==> src/rtl/eighteen_bit_serial_subtractor.sv <==
// Digit-serial subtractor: Output = SRC1 - SRC2, DIGIT bits per clock, LSB first.
// Optional signed saturation of Output when SERIAL_SUB_SAT_EN is defined.
module eighteen_bit_serial_subtractor #(
    parameter int WIDTH = 18,
    parameter int DIGIT = 1
) (
    input  logic             CLK,
    input  logic             RST_N,
    input  logic [WIDTH-1:0] SRC1,
    input  logic [WIDTH-1:0] SRC2,
    input  logic             Start,
    output logic             Busy,
    output logic             Done,
    output logic [WIDTH-1:0] Output,
    output logic             Borrow,
    output logic             Zero,
    output logic             Negative,
    output logic             Overflow
);

    localparam int N  = WIDTH / DIGIT;
    localparam int CW = $clog2(N + 1);

    typedef enum logic [1:0] {
        IDLE,
        RUN,
        DONE
    } state_t;

    state_t           state;
    logic [WIDTH-1:0] a_sh;
    logic [WIDTH-1:0] b_sh;
    logic [WIDTH-1:0] res;
    logic             carry;
    logic [CW-1:0]    cnt;
    logic             a_msb;
    logic             b_msb;

    logic [DIGIT:0]       dsum;
    logic [WIDTH+DIGIT-1:0] cat;
    logic [WIDTH-1:0]     res_nxt;
    logic [WIDTH-1:0]     out_nxt;
    logic                 ov_nxt;
    logic                 last;

    // One digit of A + ~B + carry, and the result register after shifting it in at the MSB end
    always_comb begin
        dsum    = {1'b0, a_sh[DIGIT-1:0]}
                + {1'b0, ~b_sh[DIGIT-1:0]}
                + {{DIGIT{1'b0}}, carry};
        cat     = {dsum[DIGIT-1:0], res};
        res_nxt = cat[WIDTH+DIGIT-1:DIGIT];
        ov_nxt  = (a_msb != b_msb) && (res_nxt[WIDTH-1] != a_msb);
        last    = (cnt == CW'(N - 1));
`ifdef SERIAL_SUB_SAT_EN
        // Clamp toward the sign of the minuend when the signed result overflowed
        if (ov_nxt) begin
            out_nxt = a_msb ? {1'b1, {(WIDTH-1){1'b0}}}
                            : {1'b0, {(WIDTH-1){1'b1}}};
        end else begin
            out_nxt = res_nxt;
        end
`else
        out_nxt = res_nxt;
`endif
    end

    // Control FSM, datapath shift registers and registered result/flags
    always_ff @(posedge CLK) begin
        if (!RST_N) begin
            state    <= IDLE;
            a_sh     <= '0;
            b_sh     <= '0;
            res      <= '0;
            carry    <= 1'b0;
            cnt      <= '0;
            a_msb    <= 1'b0;
            b_msb    <= 1'b0;
            Busy     <= 1'b0;
            Done     <= 1'b0;
            Output   <= '0;
            Borrow   <= 1'b0;
            Zero     <= 1'b0;
            Negative <= 1'b0;
            Overflow <= 1'b0;
        end else begin
            Done <= 1'b0;
            if (state == RUN) begin
                a_sh  <= a_sh >> DIGIT;
                b_sh  <= b_sh >> DIGIT;
                res   <= res_nxt;
                carry <= dsum[DIGIT];
                cnt   <= cnt + CW'(1);
                if (last) begin
                    state    <= DONE;
                    Busy     <= 1'b0;
                    Done     <= 1'b1;
                    Output   <= out_nxt;
                    Borrow   <= ~dsum[DIGIT];
                    Zero     <= (out_nxt == '0);
                    Negative <= out_nxt[WIDTH-1];
                    Overflow <= ov_nxt;
                end
            end else if (Start) begin
                // Accepted from IDLE or back-to-back from DONE
                state <= RUN;
                a_sh  <= SRC1;
                b_sh  <= SRC2;
                a_msb <= SRC1[WIDTH-1];
                b_msb <= SRC2[WIDTH-1];
                res   <= '0;
                carry <= 1'b1;
                cnt   <= '0;
                Busy  <= 1'b1;
            end else begin
                state <= IDLE;
            end
        end
    end

endmodule
==> config.mk <==
export PLATFORM = sky130hd
export DESIGN_NAME = eighteen_bit_serial_subtractor
export DESIGN_NICKNAME = d
export VERILOG_FILES = /design/src/rtl/eighteen_bit_serial_subtractor.sv
export SDC_FILE = /design/constraint.sdc
export NUM_CORES = 1
export LEC_CHECK = 0
export CAP_MARGIN = 20
export CORE_UTILIZATION = 25
export CTS_CLUSTER_SIZE = 24
export DETAILED_ROUTE_END_ITERATION = 8
export SYNTH_ARGS = -nofsm -noshare
export SYNTH_HDL_FRONTEND = slang
export SYNTH_SLANG_ARGS = --single-unit
==> constraint.sdc <==
create_clock -name CLK -period 2.92 [get_ports CLK]
set_input_delay 0.73 -clock CLK [delete_from_list [all_inputs] [get_ports CLK]]
set_output_delay 0.73 -clock CLK [all_outputs]
set_load 0.1 [all_outputs]
==> results of run 1 <==
[power breakdown]
group / total (mW) / internal (mW) / leakage (nW) / switching, mW
registers: 1.25 / 1.22 / 0.703 / 0.0292
logic: 0.278 / 0.143 / 1.28 / 0.135
clock network: 1.14 / 0.682 / 0.148 / 0.456
[layer usage]
metal / vias up / wire, um / GRT usage [%]
li1: 1458 / - / -
met1: 1298 / 3970 / 14.4
met2: 64 / 3470 / 16.9
met3: 7 / 418 / 3.57
met4: 0 / 99 / 3.79
met5: - / 0 / 0
[placed cells by master (no fill, tap or decap), drive strengths merged]
master / n
a21boi: 37
a21oi: 2
and2: 5
and4: 1
buf: 33
bufinv: 1
clkbuf: 10
clkdlybuf4s50: 36
clkinv: 4
clkinvlp: 1
dfxtp: 86
fa: 1
ha: 2
inv: 5
mux2i: 35
nand2: 94
nand2b: 2
nand3: 6
nand3b: 17
nand4: 2
nor2: 10
nor2b: 2
nor3b: 1
nor4: 3
nor4b: 1
o211a: 36
o211ai: 1
o21a: 1
o21ai: 5
o221ai: 1
o311a: 3
or3: 1
[cells by family (layout without fill, tap and decap cells)]
family / count (synthesis) / count (layout) / synth area share, %
AND/OR/NAND/NOR: 145 / 145 / 18.0
adder cells (fa/ha/maj): 3 / 3 / 1.21
multiplexers: 35 / 35 / 9.43
buffers and inverters: 41 / 90 / 5.45
AO/OA/AOI/OAI: 86 / 86 / 19.6
flip-flops: 86 / 86 / 46.3
[sequential cells by signal (all words and copies together), names as in the netlist, 2 cells and up]
name,cells
cnt,5
state,2
res,17
a_sh,18
Output,18
b_sh,18
[area by class of cell]
cell class	count	area share (%)
clock buffers	10	5.10
clock inverters	6	1.31
inverters	5	0.401
multi-input cells	269	38.4
flip-flops and latches	86	36.7
well taps	184	4.91
repair buffers	69	13.1
[path summary, 6_finish.rpt]
check,endpoint,slack [ns],cells past startpoint
max,Overflow,1.10,6
min,Output[5],0.45,2
max reg2reg,Overflow,1.10,6
min reg2reg,Output[5],0.45,2
[stage by stage]
stage	hold slack [ns]	power [mW]	cell area (sq um)
global placement	0.443	1.55	4390
finish	0.452	2.67	4690
global route	0.474	2.79	4690
floorplan	0.443	1.46	3720
CTS	0.455	2.71	4690
detailed placement	0.446	1.56	4390
[critical path, cell delays in order (launching register included)]
cell	delay, ns
dfxtp_1	0.37
nor2b_2	0.15
buf_4	0.26
and4_1	0.26
buf_4	0.28
o221ai_1	0.21
o211a_1	0.16
==> flow_summary.json, run 1 <==
{
  "status": "finished, final reports clean",
  "critPathCaptureType": "flop",
  "die_x_um": 124,
  "die_area_sq_um": 15400,
  "critPathKind": "flop to flop",
  "antenna_cells": 0,
  "synth_edf_count": 0,
  "dp.final_hpwl_mm": 5.28,
  "h-tree-depth": 3,
  "postRouteAntennaNets": 0,
  "post_cts_buffers": 0,
  "drtIter0Drc": 177,
  "cts-resized-gates": 0,
  "yosys-top-cells-count": "nand2_1, dfxtp_1, a21boi_1, o211a_1, mux2i_1",
  "drc": 0,
  "min_path_type": "flop to flop",
  "cts_buffer_depth": 2,
  "finish.net_count": 482,
  "yosysWarningCount": 0,
  "antenna_found_initial": 0,
  "yosysTopAreaCell": "dfxtp_1",
  "crit_fanout": 26,
  "routedWlPerCell_um": 12.6,
  "leakagePower_nw": 2.13,
  "layout.cells.non_filler": 629,
  "grt_pass1_vias": 2609,
  "routed_via_density": 4.49,
  "place.gp.congestion": 0.718,
  "min_period_over_period_pct": 62.3,
  "clkSinkCount": 86,
  "ys_seq_area_share_pct": 46.3,
  "synth_most_common_cell": "nand2_1",
  "initial_core_util_pct": 25.6,
  "crit_arrival_ns": 2.05,
  "grt_max_degree": 96,
  "r2r-start": "state[0]",
  "ys_async_sr_fraction_pct": 0,
  "synth_seq_cells": 86,
  "io_pins": 63,
  "synth_cell_types": 31,
  "cts_root_buf": "clkbuf_16",
  "period_minus_slack_ns": 1.82,
  "relSlewSlack_pct": 37.4,
  "drt_wl_total_mm": 7.96,
  "slew_viol_final": 0,
  "yosys-top-cells-area": "dfxtp_1, o211a_1, nand2_1",
  "clock_skew_ns": 0.0102,
  "max_clock_freq_ghz": 0.550,
  "min-delay-start": "Output[5]",
  "core_sq_um": 14500,
  "critPathLaunchType": "flop",
  "critPathLaunch": "state[0]",
  "worstPathRequired_ns": 3.15,
  "yosysTopAreaCellShare_pct": 46.3,
  "synth_nets": 438,
  "numCtsBuffers": 9,
  "multiInputGateArea_sq_um": 1800,
  "synthFlopType": "dfxtp_1",
  "netlist_area_sq_um": 3720,
  "finalSetupViolations": 0,
  "tightest_slew_ns": 0.938,
  "seq_area_sq_um": 1720,
  "finalSetupTns_ns": 0,
  "vias": 2827,
  "fp-row-count": 44,
  "synth_cells": 396,
  "area_growth_pct": 26.1,
  "nFillCells": 1525,
  "final_core_utilization_pct": 32.2,
  "cts_tree": "yes",
  "fp.dieH_um": 124,
  "placed_cells": 613,
  "grt_pass1_wl_mm": 12.9,
  "cts_hold_buf": 0,
  "grt_use_total_pct": 11.0,
  "power.density_nw_per_um2": 570,
  "avgSynthCellArea_sq_um": 9.38,
  "drtPass1Iterations": 6,
  "rsz0062_at_grt": "no",
  "pre_cts_ws_ns": 0.863,
  "grt_remaining_overflow": 0,
  "maxCapViolations": 0,
  "finalWorstSetupSlack_ns": 1.10,
  "clkTransAtPathRegs_ns": 0.06,
  "portBuffers": 62,
  "clk-insertion-delay-late_ns": 0.34,
  "vdd_drop_max_mv": 0.377,
  "hold_viol": 0,
  "drive_gt1_share_pct": 11.5
}
No activity file was read; power rests on OpenSTA's default activity.
==> inputs of run 2 (changes only) <==
==> constraint.sdc (replaced) <==
create_clock -name CLK -period 1.7 [get_ports CLK]
set_input_delay 0.425 -clock CLK [delete_from_list [all_inputs] [get_ports CLK]]
set_output_delay 0.425 -clock CLK [all_outputs]
set_load 0.1 [all_outputs]
==> flow_summary.json, run 2 (synthesized netlist as in run 1, its figures left out) <==
{
  "drt_wl_total_mm": 8.03,
  "design_area_sq_um": 5070,
  "grt_pass1_wl_mm": 13.0,
  "finish.net_count": 488,
  "drive_gt1_share_pct": 12.6,
  "crit_arrival_ns": 1.83,
  "leakagePower_nw": 2.24,
  "layout.cells.non_filler": 635,
  "grt_pass1_vias": 2717,
  "tightest_slew_ns": 0.357,
  "total_power_mw": 4.73,
  "worstPathRequired_ns": 1.98,
  "clk-insertion-delay-late_ns": 0.34,
  "status": "finished, final reports clean",
  "worst-path-buf-inv": 1,
  "io_pins": 63,
  "finalSetupViolations": 0,
  "initial_core_util_pct": 25.6,
  "fin_hold_ws_ns": 0.417,
  "max_clock_freq_ghz": 0.644,
  "cts_root_buf": "clkbuf_16",
  "critPathKind": "flop to flop",
  "placed_cells": 619,
  "place.gp.congestion": 0.746,
  "cts_hold_buf": 0,
  "drtPass1Iterations": 4,
  "post_cts_buffers": 0,
  "portBuffers": 62,
  "drc": 0,
  "reg.largest.list": "Output (18), a_sh (18), b_sh (18)",
  "routedWlPerCell_um": 12.6,
  "cts_tree": "yes",
  "final_core_utilization_pct": 34.9,
  "min_period_over_period_pct": 91.4,
  "vdd_drop_max_mv": 0.470,
  "dp.final_hpwl_mm": 5.48,
  "maxCapViolations": 0,
  "max_stage_delay_ns": 0.64,
  "die_x_um": 124,
  "antenna_found_initial": 0,
  "final_common_cell": "nand2_1",
  "critPathLaunchType": "flop",
  "clkTransAtPathRegs_ns": 0.06,
  "power.density_nw_per_um2": 933,
  "routed_via_density": 4.55,
  "pre_cts_ws_ns": 0.163,
  "rsz0062_at_grt": "no",
  "finalSetupTns_ns": 0,
  "grt_remaining_overflow": 0,
  "relSlewSlack_pct": 76.2,
  "mostFrequentLayoutCells": "nand2_1, dfxtp_1, a21boi_1, o211a_1, clkdlybuf4s50_1",
  "core_sq_um": 14500,
  "clkSinkCount": 86,
  "numCtsBuffers": 9,
  "min_path_type": "input pin to flop",
  "h-tree-depth": 3,
  "antenna_cells": 0,
  "crit_slowest_cell": "fa_1",
  "fp-row-count": 44,
  "finalWorstSetupSlack_ns": 0.146,
  "clock_skew_ns": 0.00507,
  "vias": 2888,
  "hold_viol": 0,
  "nFillCells": 1483,
  "period_minus_slack_ns": 1.55,
  "critPathCaptureType": "flop",
  "crit_fanout": 5,
  "multiInputGateArea_sq_um": 1800,
  "cts-resized-gates": 0,
  "dpl_cell_area_sq_um": 4760,
  "drtIter0Drc": 147,
  "path_cells": "inv_1 -> fa_1 -> nor4b_1 -> nand4_1 -> o21ai_1",
  "cts_buffer_depth": 2,
  "postRouteAntennaNets": 0,
  "slew_viol_final": 0,
  "grt_max_degree": 79,
  "seq_area_sq_um": 1720,
  "die_area_sq_um": 15400,
  "crit_family": "adder cells",
  "grt_use_total_pct": 10.9,
  "area_growth_pct": 36.5,
  "fp.dieH_um": 124
}
-- run 2: cell types whose count changed in the layout (fill, tap and decap cells not counted), sizes merged --
cell    before  now
buf         33   39
bufinv       1    2
clkinv       4    3
-- run 2: worst reg2reg max path, delay by kind of cell (launching register included) --
kind                     cells  cell delay [ns]
flip-flops                   1             0.30
AND/OR/NAND/NOR              2             0.36
adder cells (fa/ha/maj)      1             0.64
buffers and inverters        1             0.06
AO/OA/AOI/OAI                1             0.13
-- run 2: worst paths after layout --
kind / from / end / slack [ns] / depth (start not counted)
max: a_sh[0] / Zero / 0.15 / 5
min: RST_N / Output[9] / 0.42 / 2
max reg2reg: a_sh[0] / Zero / 0.15 / 5
min reg2reg: res[9] / res[8] / 0.48 / 2
-- run 2: cell type report --
cell class | instances | area share (%)
clock inverters | 6 | 1.70
flip-flops and latches | 86 | 34.0
inverters | 5 | 0.370
repair buffers | 75 | 19.4
clock buffers | 10 | 4.51
well taps | 184 | 4.54
multi-input cells | 269 | 35.5
-- run 2: routing by layer --
| layer | wire length (um) | up-vias | GRT usage (%) |
|---|---|---|---|
| li1 | - | 1473 | - |
| met1 | 3670 | 1348 | 13.2 |
| met2 | 3760 | 58 | 17.6 |
| met3 | 510 | 9 | 4.26 |
| met4 | 83 | 0 | 3.87 |
| met5 | 0 | - | 0 |
-- run 2: where the power goes --
group | leakage (nW) | internal, mW | total [mW] | switching (mW)
clock | 0.152 | 1.28 | 2.08 | 0.799
sequential | 0.703 | 2.10 | 2.15 | 0.0505
combinational | 1.38 | 0.261 | 0.494 | 0.233
==> inputs of run 3 (changes only) <==
--- a/config.mk
+++ b/config.mk
@@ -9,6 +9,7 @@
 export CORE_UTILIZATION = 25
 export CTS_CLUSTER_SIZE = 24
 export DETAILED_ROUTE_END_ITERATION = 8
+export SLEW_MARGIN = 10
 export SYNTH_ARGS = -nofsm -noshare
 export SYNTH_HDL_FRONTEND = slang
 export SYNTH_SLANG_ARGS = --single-unit
==> results of run 3 <==
Same layout as run 2: the final DEF is identical, and so are final timing and power.
